--- config.mk ---
export PLATFORM = sky130hd
export DESIGN_NAME = vga_background_fetch
export DESIGN_NICKNAME = d
export VERILOG_FILES = /design/src/rtl/vga_background_fetch.sv
export SDC_FILE = /design/constraint.sdc
export NUM_CORES = 1
export LEC_CHECK = 0
export BUFFER_PORTS_ARGS = -buffer_cell sky130_fd_sc_hd__buf_4
export CORE_ASPECT_RATIO = 1.1
export CORE_UTILIZATION = 51
export DETAILED_ROUTE_END_ITERATION = 8
export PLACE_DENSITY = 0.88
export SYNTH_ARGS = -nofsm -noshare
export SYNTH_HDL_FRONTEND = slang
export SYNTH_SLANG_ARGS = --single-unit
--- constraint.sdc ---
create_clock -name clk -period 9.15 [get_ports clk]
set_input_delay 1.3725 -clock clk [delete_from_list [all_inputs] [get_ports clk]]
set_output_delay 1.3725 -clock clk [all_outputs]
set_load 0.005 [all_outputs]
--- src/rtl/vga_background_fetch.sv ---
// ---------------------------------------------------------------------------
// vga_background_fetch
//
// Per-scanline fetch sequencer for the two-shifter background datapath.
// At the start of horizontal blanking it decides whether the next line needs
// new background pixels. If it does, it reads two 32-bit words (32 px at
// 2 bpp) from background memory and hands each word to the pixel generator
// with a one-cycle load strobe. Vertical pixel scaling is handled by
// repeating a background row for bg_v_size+1 lines. A fetch still running
// when the active region begins is abandoned and flagged as an underrun.
//
// Ports:
//   clk, reset         clock and synchronous active-high reset
//   h_counter          current horizontal position
//   v_counter          current line
//   h_active_start     first active column; deadline for a running fetch
//   h_active_end       first blanking column; fetch trigger point
//   v_active_start     first active line
//   v_active_end       first inactive line
//   bg_base_addr       word address of background row 0
//   bg_v_size          lines per background row minus 1
//   mem_req/mem_addr   memory read request and word address
//   mem_ack/mem_data   read completion and read data (valid with mem_ack)
//   bg_pixels          pixel word presented to both shifters
//   bg_pixels_load_0/1 one-cycle load strobes for shifter 0 / shifter 1
//   busy               fetch in progress
//   underrun           sticky late-fetch flag
//   underrun_clear     clears underrun (a simultaneous new underrun wins)
// ---------------------------------------------------------------------------
module vga_background_fetch #(
    parameter int ADDR_W = 16,
    parameter int ROW_W  = 8
) (
    input  logic              clk,
    input  logic              reset,
    input  logic [9:0]        h_counter,
    input  logic [9:0]        v_counter,
    input  logic [9:0]        h_active_start,
    input  logic [9:0]        h_active_end,
    input  logic [9:0]        v_active_start,
    input  logic [9:0]        v_active_end,
    input  logic [ADDR_W-1:0] bg_base_addr,
    input  logic [5:0]        bg_v_size,
    output logic              mem_req,
    output logic [ADDR_W-1:0] mem_addr,
    input  logic              mem_ack,
    input  logic [31:0]       mem_data,
    output logic [31:0]       bg_pixels,
    output logic              bg_pixels_load_0,
    output logic              bg_pixels_load_1,
    output logic              busy,
    output logic              underrun,
    input  logic              underrun_clear
);

    typedef enum logic [1:0] {
        IDLE = 2'd0,
        REQ0 = 2'd1,
        REQ1 = 2'd2
    } state_t;

    state_t            state;
    logic [ROW_W-1:0]  row_index;
    logic [5:0]        line_count;

    logic [9:0]        next_line;
    logic              trigger;
    logic              line_active;
    logic              first_line;
    logic              row_advance;
    logic              fetch;
    logic              deadline;
    logic [ROW_W-1:0]  fetch_row;
    logic [ADDR_W-1:0] first_addr;
    logic [ADDR_W-1:0] second_addr;

    // Decide at the trigger point what the next line needs. The shifters
    // rotate back to their original contents after 32 shifts, so a line that
    // repeats the previous background row needs no refetch; only the first
    // active line and a row change start a memory fetch.
    always_comb begin
        next_line   = v_counter + 10'd1;
        trigger     = (state == IDLE) && (h_counter == h_active_end);
        line_active = (next_line >= v_active_start) && (next_line < v_active_end);
        first_line  = (next_line == v_active_start);
        row_advance = (line_count == bg_v_size);
        fetch       = trigger && line_active && (first_line || row_advance);
        deadline    = (state != IDLE) && (h_counter == h_active_start);

        // Row used by a fetch starting this cycle: the row state is updated
        // on the same edge, so the address is built from the new row.
        fetch_row = '0;
        if (!first_line) begin
            fetch_row = row_index + ROW_W'(1);
        end

        // Each background row occupies two consecutive memory words.
        first_addr  = bg_base_addr + (ADDR_W'(fetch_row) << 1);
        second_addr = bg_base_addr + (ADDR_W'(row_index) << 1) + ADDR_W'(1);
    end

    // Row tracking, request sequencing and the underrun flag. The deadline
    // check takes priority over an acknowledge arriving on the same edge, so
    // an abandoned fetch never produces another load strobe; a strobe that
    // was already registered still shows for its one cycle.
    always_ff @(posedge clk) begin
        if (reset) begin
            state            <= IDLE;
            mem_req          <= 1'b0;
            mem_addr         <= '0;
            bg_pixels        <= '0;
            bg_pixels_load_0 <= 1'b0;
            bg_pixels_load_1 <= 1'b0;
            busy             <= 1'b0;
            underrun         <= 1'b0;
            row_index        <= '0;
            line_count       <= '0;
        end else begin
            bg_pixels_load_0 <= 1'b0;
            bg_pixels_load_1 <= 1'b0;

            if (underrun_clear) begin
                underrun <= 1'b0;
            end

            if (trigger && line_active) begin
                if (first_line) begin
                    row_index  <= '0;
                    line_count <= '0;
                end else if (row_advance) begin
                    row_index  <= row_index + ROW_W'(1);
                    line_count <= '0;
                end else begin
                    line_count <= line_count + 6'd1;
                end
            end

            case (state)
                IDLE: begin
                    if (fetch) begin
                        state    <= REQ0;
                        mem_req  <= 1'b1;
                        mem_addr <= first_addr;
                        busy     <= 1'b1;
                    end
                end

                REQ0: begin
                    if (deadline) begin
                        state    <= IDLE;
                        mem_req  <= 1'b0;
                        busy     <= 1'b0;
                        underrun <= 1'b1;
                    end else if (mem_ack) begin
                        state            <= REQ1;
                        bg_pixels        <= mem_data;
                        bg_pixels_load_0 <= 1'b1;
                        mem_addr         <= second_addr;
                    end
                end

                REQ1: begin
                    if (deadline) begin
                        state    <= IDLE;
                        mem_req  <= 1'b0;
                        busy     <= 1'b0;
                        underrun <= 1'b1;
                    end else if (mem_ack) begin
                        state            <= IDLE;
                        bg_pixels        <= mem_data;
                        bg_pixels_load_1 <= 1'b1;
                        mem_req          <= 1'b0;
                        busy             <= 1'b0;
                    end
                end

                default: begin
                    state   <= IDLE;
                    mem_req <= 1'b0;
                    busy    <= 1'b0;
                end
            endcase
        end
    end

endmodule

==> Flow_metrics.wiki, run 1 <==
{| class="wikitable"
! Metric !! Value
|-
| Combinational cell fraction of total power || 23.4%
|-
| CP Launch Point || v_counter[4]
|-
| CP max FO || 15
|-
| Chip width || 92.86 um
|-
| Endpoint of the worst-slack reg-to-reg timing path || mem_addr[12]
|-
| Synthesized Nets || 743
|-
| Residual overflow from global routing || 0
|-
| HPWL after detailed placement || 9947 um
|-
| Dominant cells by area after synthesis || dfxtp_1, ha_1, nand2_1
|-
| Ports placed on the boundary || 171
|-
| # placed instances || 843
|-
| Endpoints failing setup || 0
|-
| Pre-CTS setup slack || 3503 ps
|-
| Global-route wire length before repair || 20,460 um
|-
| Fraction of final layout cells sized beyond drive strength 1 || 28.05%
|-
| Post-Synth XOR/XNOR Area || 10.40%
|-
| F_max || 188.7 MHz
|-
| Nets || 901
|-
| Share of the synthesized area in compound gates (AO/OA/AOI/OAI) || 20.21%
|-
| Number of antenna repair diodes || 0
|-
| Share of synthesized area spent on multiplexers || 0.6485%
|-
| Critical path class || input port to flop
|-
| Num Clock Sinks || 68
|-
| Biggest area consumer among synthesized cells || dfxtp_1
|-
| Post-route ant nets || 0
|-
| First-iteration detailed-routing DRC count || 202
|-
| Critical path arrival || 5480 ps
|-
| Detailed-route DRC error count || 0
|-
| Layout Area Growth over Synthesis || 32.56%
|-
| Dominant combinational cell family by area after synthesis || simple AND/OR/NAND/NOR gates
|-
| Minimum setup slack in the final design || 3850 ps
|-
| Core outline area || 0.008828 mm2
|-
| Cell Pwr Density || 120.1 mW/mm2
|-
| Routed via count || 4,727
|-
| Clock buffers created by TritonCTS || 9
|-
| Number of buffers inserted for hold repair after clock tree synthesis || 0
|-
| Post-layout total power || 737.3 uW
|-
| Via count of the first global-routing pass || 4,755
|-
| EDFF count, synth || 0
|-
| CTS Buffer Depth || 2
|-
| Clock-pin slew on the worst setup and hold paths || 90 ps
|-
| Area share of the leading cell type in the synthesized netlist || 29.40%
|-
| Crit share post-route || 57.93%
|-
| Full die area || 0.009466 mm2
|-
| Clock latency on the worst-skew pair || 340 ps
|-
| Number of distinct library cells after synthesis || 55
|-
| Average cell area after synthesis || 7.957 um2
|-
| Number of resized instances in the post-cts repair step || 0
|-
| Maximum VDD drop || 0.1053 mV
|-
| Simple-gate area share of the yosys netlist || 22.51%
|-
| Clock power share || 33.9%
|-
| Hold crit path type || flop to flop
|-
| Final critical path time including I/O delays and setup || 5300 ps
|-
| Sequential element share of the synthesized area || 29.40%
|-
| Cell Count, Final, Fillers Out || 859
|-
| Seq cells post-synth || 68
|-
| Switching power summed over all nets || 212.7 uW
|-
| Setup slack of the worst register-to-register path || 5990 ps
|-
| Per-cell via count in the routed design || 5.503
|-
| Critical path required time || 9330 ps
|-
| Startpoint type of the worst setup path || input port
|-
| Detailed-route wire length per cell || 14.67 um
|-
| Mapped Cells || 582
|-
| Leakage power summed over all cells || 2.749 nW
|-
| Yosys synthesis warning count || 0
|-
| Internal power || 524.6 uW
|-
| Aggregate negative setup slack || 0 ps
|-
| Launching point of the worst reg2reg path || state[1]
|-
| Std-Cell Rows || 36
|-
| CTS tree || yes
|-
| Max-slew violation count || 0
|-
| Count of max-cap constraint violations || 0
|-
| Root buffer selected by CTS || clkbuf_8
|-
| Kind of end point of the critical path || flop
|-
| Final wirelength || 12,600 um
|-
| Gpl congestion || 0.8661
|-
| Syn Std Cell Area || 0.004631 mm2
|-
| Sequential share of power || 42.7%
|-
| Switching part of the total power || 28.85%
|-
| Setup repair after global routing missed its margin || false
|-
| Aggregate global-route resource usage || 26.83%
|-
| CTS H-Tree Depth || 3
|-
| Largest net degree at the start of global routing || 64
|-
| Count of final hold-check violations || 0
|-
| Filler cell count || 734
|-
| Fraction of synthesis flops using an asynchronous set or reset pin || 0%
|-
| Status || complete, no violations
|-
| Tightest slew margin relative to the limit || 21.43%
|-
| Depth of the worst register-to-register path || 9
|-
| Die height || 101.9 um
|-
| Initial antenna violation count || 0
|-
| Adder and majority gate portion of the synthesized area || 11.94%
|-
| Initial standard-cell utilization of the core || 52.45%
|-
| Capturing instance or port of the critical path || mem_addr[12]
|-
| Setup Fix Bufs, Post-CTS || 0
|-
| Primary flip-flop cell chosen by synthesis mapping || dfxtp_1
|-
| Fin Clk Skew || 11.46 ps
|-
| DRT Pass-1 Iters || 4
|-
| Measured slew at the worst slew-check pin || 1175 ps
|-
| IO Port Bufs || 170
|}
[kinds of logic (layout without fill, tap and decap cells)]
| group | after synthesis | in the layout |
|---|---|---|
| AOI/OAI and AO/OA | 133 | 133 |
| and+or+nand+nor | 226 | 226 |
| xor gates and xnor gates | 55 | 55 |
| adders and majority gates | 43 | 43 |
| DFF | 68 | 68 |
| buffers and inverters | 54 | 217 |
| muxes | 3 | 3 |
[synthesized netlist by cell type, drive strengths merged, types with 4 or more instances]
cell / n
nand2: 91
dfxtp: 68
a21oi: 64
nor2: 51
ha: 41
inv: 31
xnor2: 29
xor2: 26
nand3: 19
a211oi: 18
nor3: 18
clkbuf: 17
nand2b: 10
o21ai: 8
a21o: 7
nor2b: 7
and3: 6
buf: 6
a211o: 5
nand4: 5
o21a: 5
nor4: 4
o2111ai: 4
[state kept, by name, summed over array words and instances, names as in the netlist]
| register | count |
|---|---|
| line_count | 6 |
| state | 2 |
| bg_pixels_load_0 | 1 |
| mem_addr | 16 |
| underrun | 1 |
| bg_pixels | 32 |
| bg_pixels_load_1 | 1 |
| busy | 1 |
| row_index | 8 |
[worst max-delay path: stages]
cell,delay (ps)
buf_4,100
and3_1,200
and3_1,190
nand3_1,100
xnor2_1,170
ha_1,310
nand4_1,180
nor3_2,710
nand2b_1,270
inv_1,60
ha_1,290
a211o_1,310
o211ai_1,160
a21oi_1,130
or4_1,490
nand4b_1,150
xor2_1,190
a211oi_2,90
[cell type report]
cell class | instances | area, um2 | area share [%]
timing repair buffer | 170 | 1276 | 20.79
multi-input combinational | 460 | 3043 | 49.57
clock inverter | 7 | 75.07 | 1.223
inverter | 31 | 116.4 | 1.896
clock buffer | 9 | 123.9 | 2.018
sequential | 68 | 1361 | 22.18
tap | 114 | 142.6 | 2.324
[power by group through the flow]
stage	clock [mW]	sequential [mW]	combinational (mW)
6_report	0.250	0.315	0.173
5_1_grt	0.269	0.316	0.189
4_1_cts	0.255	0.315	0.172
3_5_place_dp	0	0.322	0.171
3_3_place_gp	0	0.321	0.164
2_1_floorplan	0	0.322	0.0908
[placed cells by master (no fill, tap or decap), types with 2 or more instances in the layout]
cell       synthesis  routed
o2111ai_1          2       2
buf_4              2     170
a211oi_1           5       5
clkinv_4           0       3
xnor2_1           29      29
nor2b_1            7       7
fa_1               2       2
clkbuf_8           0       9
nor3b_1            3       3
dfxtp_1           68      68
a21o_1             7       7
inv_1             31      31
nand3_1           19      19
or4_1              3       3
mux2i_1            3       3
nor2_1            51      51
nor4_1             3       3
o21bai_1           2       2
a211o_1            5       5
o21ai_0            8       8
nand2_1           91      91
nand4b_1           3       3
o2111ai_2          2       2
a31o_2             3       3
nor3_1            17      17
xor2_1            26      26
or3_1              2       2
o211ai_1           2       2
a31oi_1            3       3
a2bb2oi_1          2       2
clkinv_2           0       2
ha_1              41      41
a221oi_1           2       2
o21a_1             5       5
a211oi_2          13      13
and3_1             6       6
nand4_1            5       5
a21oi_1           63      63
nand2b_1          10      10
[through the flow]
step | area [um2] | util (%) | hold slack (ps)
2_1_floorplan | 4631 | - | 452.7
3_3_place_gp | 5939 | 67.28 | 443.0
3_5_place_dp | 5939 | 67.28 | 448.1
4_1_cts | 6138 | 69.53 | 460.0
5_1_grt | 6138 | 69.53 | 471.5
6_report | 6138 | 69.53 | 457.5
[layer usage]
| layer | routed length (um) | vias up | share of wire [%] | track usage (%) |
|---|---|---|---|---|
| li1 | - | 2341 | - | - |
| met1 | 4892 | 2186 | 39 | 28.74 |
| met2 | 6633 | 165 | 53 | 50.96 |
| met3 | 697 | 35 | 5.5 | 4.613 |
| met4 | 381 | 0 | 3.0 | 12.78 |
| met5 | 0 | - | 0 | 0 |
[how the worst min path moves through the flow]
stage / start / end / slack, ps / cells past startpoint
finish: bg_pixels[1] / bg_pixels[1] / 460 / 2
global placement: bg_pixels[30] / bg_pixels[30] / 440 / 2
floorplan: bg_pixels[0] / bg_pixels[0] / 450 / 2
CTS: bg_pixels[5] / bg_pixels[5] / 460 / 2
detailed placement: bg_pixels[5] / bg_pixels[5] / 450 / 2
global route: bg_pixels[20] / bg_pixels[20] / 470 / 2
(Power assumes the default switching activity.)
==> run 2: changes to the inputs <==
CORE_UTILIZATION = 50   (was 51)
PLACE_DENSITY = 0.87   (was 0.88)
clock period = 4.9 ns   (was 9.15 ns; I/O delays follow)
==> Flow_metrics.wiki, run 2 (synthesis results as in run 1) <==
{| class="wikitable"
! Metric !! Value
|-
| Layout Area Growth over Synthesis || 32.91%
|-
| Root buffer selected by CTS || clkbuf_8
|-
| Chip width || 93.76 um
|-
| Aggregate negative setup slack || 0 ps
|-
| CTS Buffer Depth || 2
|-
| Setup repair after global routing missed its margin || false
|-
| Routed via count || 4,617
|-
| Hold_sp || bg_pixels[4]
|-
| Fin Clk Skew || 10.39 ps
|-
| Hold crit path type || flop to flop
|-
| F_max || 237.3 MHz
|-
| Core outline area || 0.008919 mm2
|-
| CTS H-Tree Depth || 3
|-
| List of cells traversed by the critical path || buf_4 > and3_1 > and3_1 > nand3_1 > xnor2_1 > ha_1 > nand4_1 > nor3_2 > buf_4 > nor2_1 > ha_1 > inv_1 > fa_1 > nor2b_1 > o31ai_1 > a211o_1 > a31o_2 > nor2_1 > xnor2_1 > a211oi_2
|-
| Full die area || 0.009651 mm2
|-
| Post-layout total power || 1.383 mW
|-
| Critical path arrival || 4480 ps
|-
| Die height || 102.9 um
|-
| Critical path class || input port to flop
|-
| Num Clock Sinks || 68
|-
| Cell Pwr Density || 224.7 mW/mm2
|-
| Worst Hold Path Cells || 2
|-
| Post-route ant nets || 0
|-
| Depth of the worst register-to-register path || 13
|-
| Setup slack of the worst register-to-register path || 1890 ps
|-
| Number of resized instances in the post-cts repair step || 0
|-
| CTS tree || yes
|-
| Area occupied by multi-input gates || 0.003043 mm2
|-
| Largest register FFs || 32
|-
| Largest net degree at the start of global routing || 64
|-
| Leakage power summed over all cells || 2.753 nW
|-
| Global-route wire length before repair || 20,220 um
|-
| Minimum setup slack in the final design || 685.1 ps
|-
| Std-Cell Rows || 36
|-
| Clock-pin slew on the worst setup and hold paths || 80 ps
|-
| Sum of buffers and inverters on the critical path || 3
|-
| Tightest slew margin relative to the limit || 20.21%
|-
| # placed instances || 845
|-
| Startpoint type of the worst setup path || input port
|-
| DRT Pass-1 Iters || 5
|-
| Maximum VDD drop || 0.1746 mV
|-
| Final wirelength || 12,460 um
|-
| Fraction of final layout cells sized beyond drive strength 1 || 28.11%
|-
| Crit path largest cell delay || 380 ps
|-
| Cell with the largest stage delay on the worst path || fa_1
|-
| Clock buffers created by TritonCTS || 9
|-
| Endpoints failing setup || 0
|-
| Cell Count, Final, Fillers Out || 861
|-
| Largest register by flop count || bg_pixels
|-
| Kind of end point of the critical path || flop
|-
| Count of final hold-check violations || 0
|-
| Endpoint of the worst-slack reg-to-reg timing path || mem_addr[15]
|-
| Gpl congestion || 0.8587
|-
| Category of cells accounting for the largest share of critical-path delay || simple AND/OR/NAND/NOR gates
|-
| Storage element area || 0.001361 mm2
|-
| Registers with the most flip-flops || bg_pixels: 32 flops, mem_addr: 16 flops, row_index: 8 flops
|-
| First-iteration detailed-routing DRC count || 127
|-
| Status || complete, no violations
|-
| Detailed-route DRC error count || 0
|-
| Via count of the first global-routing pass || 4,644
|-
| Detailed-route wire length per cell || 14.48 um
|-
| Min-Delay Endpoint || bg_pixels[4]
|-
| Measured slew at the worst slew-check pin || 1193 ps
|-
| Number of antenna repair diodes || 0
|-
| Final core occ || 69.01%
|-
| Critical path required time || 5170 ps
|-
| Ports placed on the boundary || 171
|-
| Crit share post-route || 86.02%
|-
| Max-slew violation count || 0
|-
| Leading cell type in the layout, fill and taps excluded || buf_4
|-
| Clock latency on the worst-skew pair || 340 ps
|-
| Final critical path time including I/O delays and setup || 4215 ps
|-
| CP max FO || 14
|-
| Most used cells in the layout excluding fill and tap cells || buf_4, nand2_1, dfxtp_1, a21oi_1, nor2_1
|-
| Nets || 903
|-
| Filler cell count || 738
|-
| Number of buffers inserted for hold repair after clock tree synthesis || 0
|-
| Residual overflow from global routing || 0
|-
| Per-cell via count in the routed design || 5.362
|-
| Setup Fix Bufs, Post-CTS || 0
|-
| Initial standard-cell utilization of the core || 51.92%
|-
| Initial antenna violation count || 0
|-
| Launching point of the worst reg2reg path || row_index[0]
|-
| Pre-CTS setup slack || 412.8 ps
|-
| Count of max-cap constraint violations || 0
|-
| HPWL after detailed placement || 9810 um
|-
| IO Port Bufs || 170
|-
| Aggregate global-route resource usage || 26.19%
|}
==> run 2: routing by layer <==
layer	up-vias	wire, um	part of all wire, %	track usage, %
li1	2340	-	-	-
met1	2129	4970	40	27.87
met2	121	6547	53	49.24
met3	27	678	5.4	6.785
met4	0	266	2.1	10.30
met5	-	0	0	0
==> run 2: tightest hold or removal path: stages, from the launching register on <==
cell and delay, ps:
dfxtp_1 310, nand2_1 50, a21oi_1 50
==> run 2: layout make-up <==
type / count / share of cell area (%)
clock buffer: 10 / 2.074
clock inverter: 6 / 1.179
inverter: 31 / 1.891
multi-input combinational: 460 / 49.44
sequential: 68 / 22.12
tap: 114 / 2.318
timing repair buffer: 172 / 20.98
==> run 2: stage by stage <==
step	hold slack, ps	cell area, um2
2_1_floorplan	452.7	4631
3_3_place_gp	442.8	5954
3_5_place_dp	446.8	5954
4_1_cts	457.8	6155
5_1_grt	471.7	6155
6_report	457.6	6155
==> run 2: worst max-delay path by stage <==
| stage | cells after the start | endpoint | start | slack (ps) |
|---|---|---|---|---|
| 2_1_floorplan | 17 | mem_addr[12] | v_counter[4] | 750 |
| 3_3_place_gp | 18 | mem_addr[12] | v_counter[4] | 580 |
| 3_5_place_dp | 18 | mem_addr[10] | v_counter[4] | 410 |
| 4_1_cts | 20 | mem_addr[15] | v_counter[4] | 720 |
| 5_1_grt | 20 | mem_addr[15] | v_counter[4] | 380 |
| 6_report | 20 | mem_addr[15] | v_counter[4] | 690 |
==> run 2: power by group <==
group | switching, mW | total (mW) | internal (mW)
clock | 0.234 | 0.475 | 0.241
combinational | 0.154 | 0.320 | 0.166
sequential | 0.0123 | 0.588 | 0.576
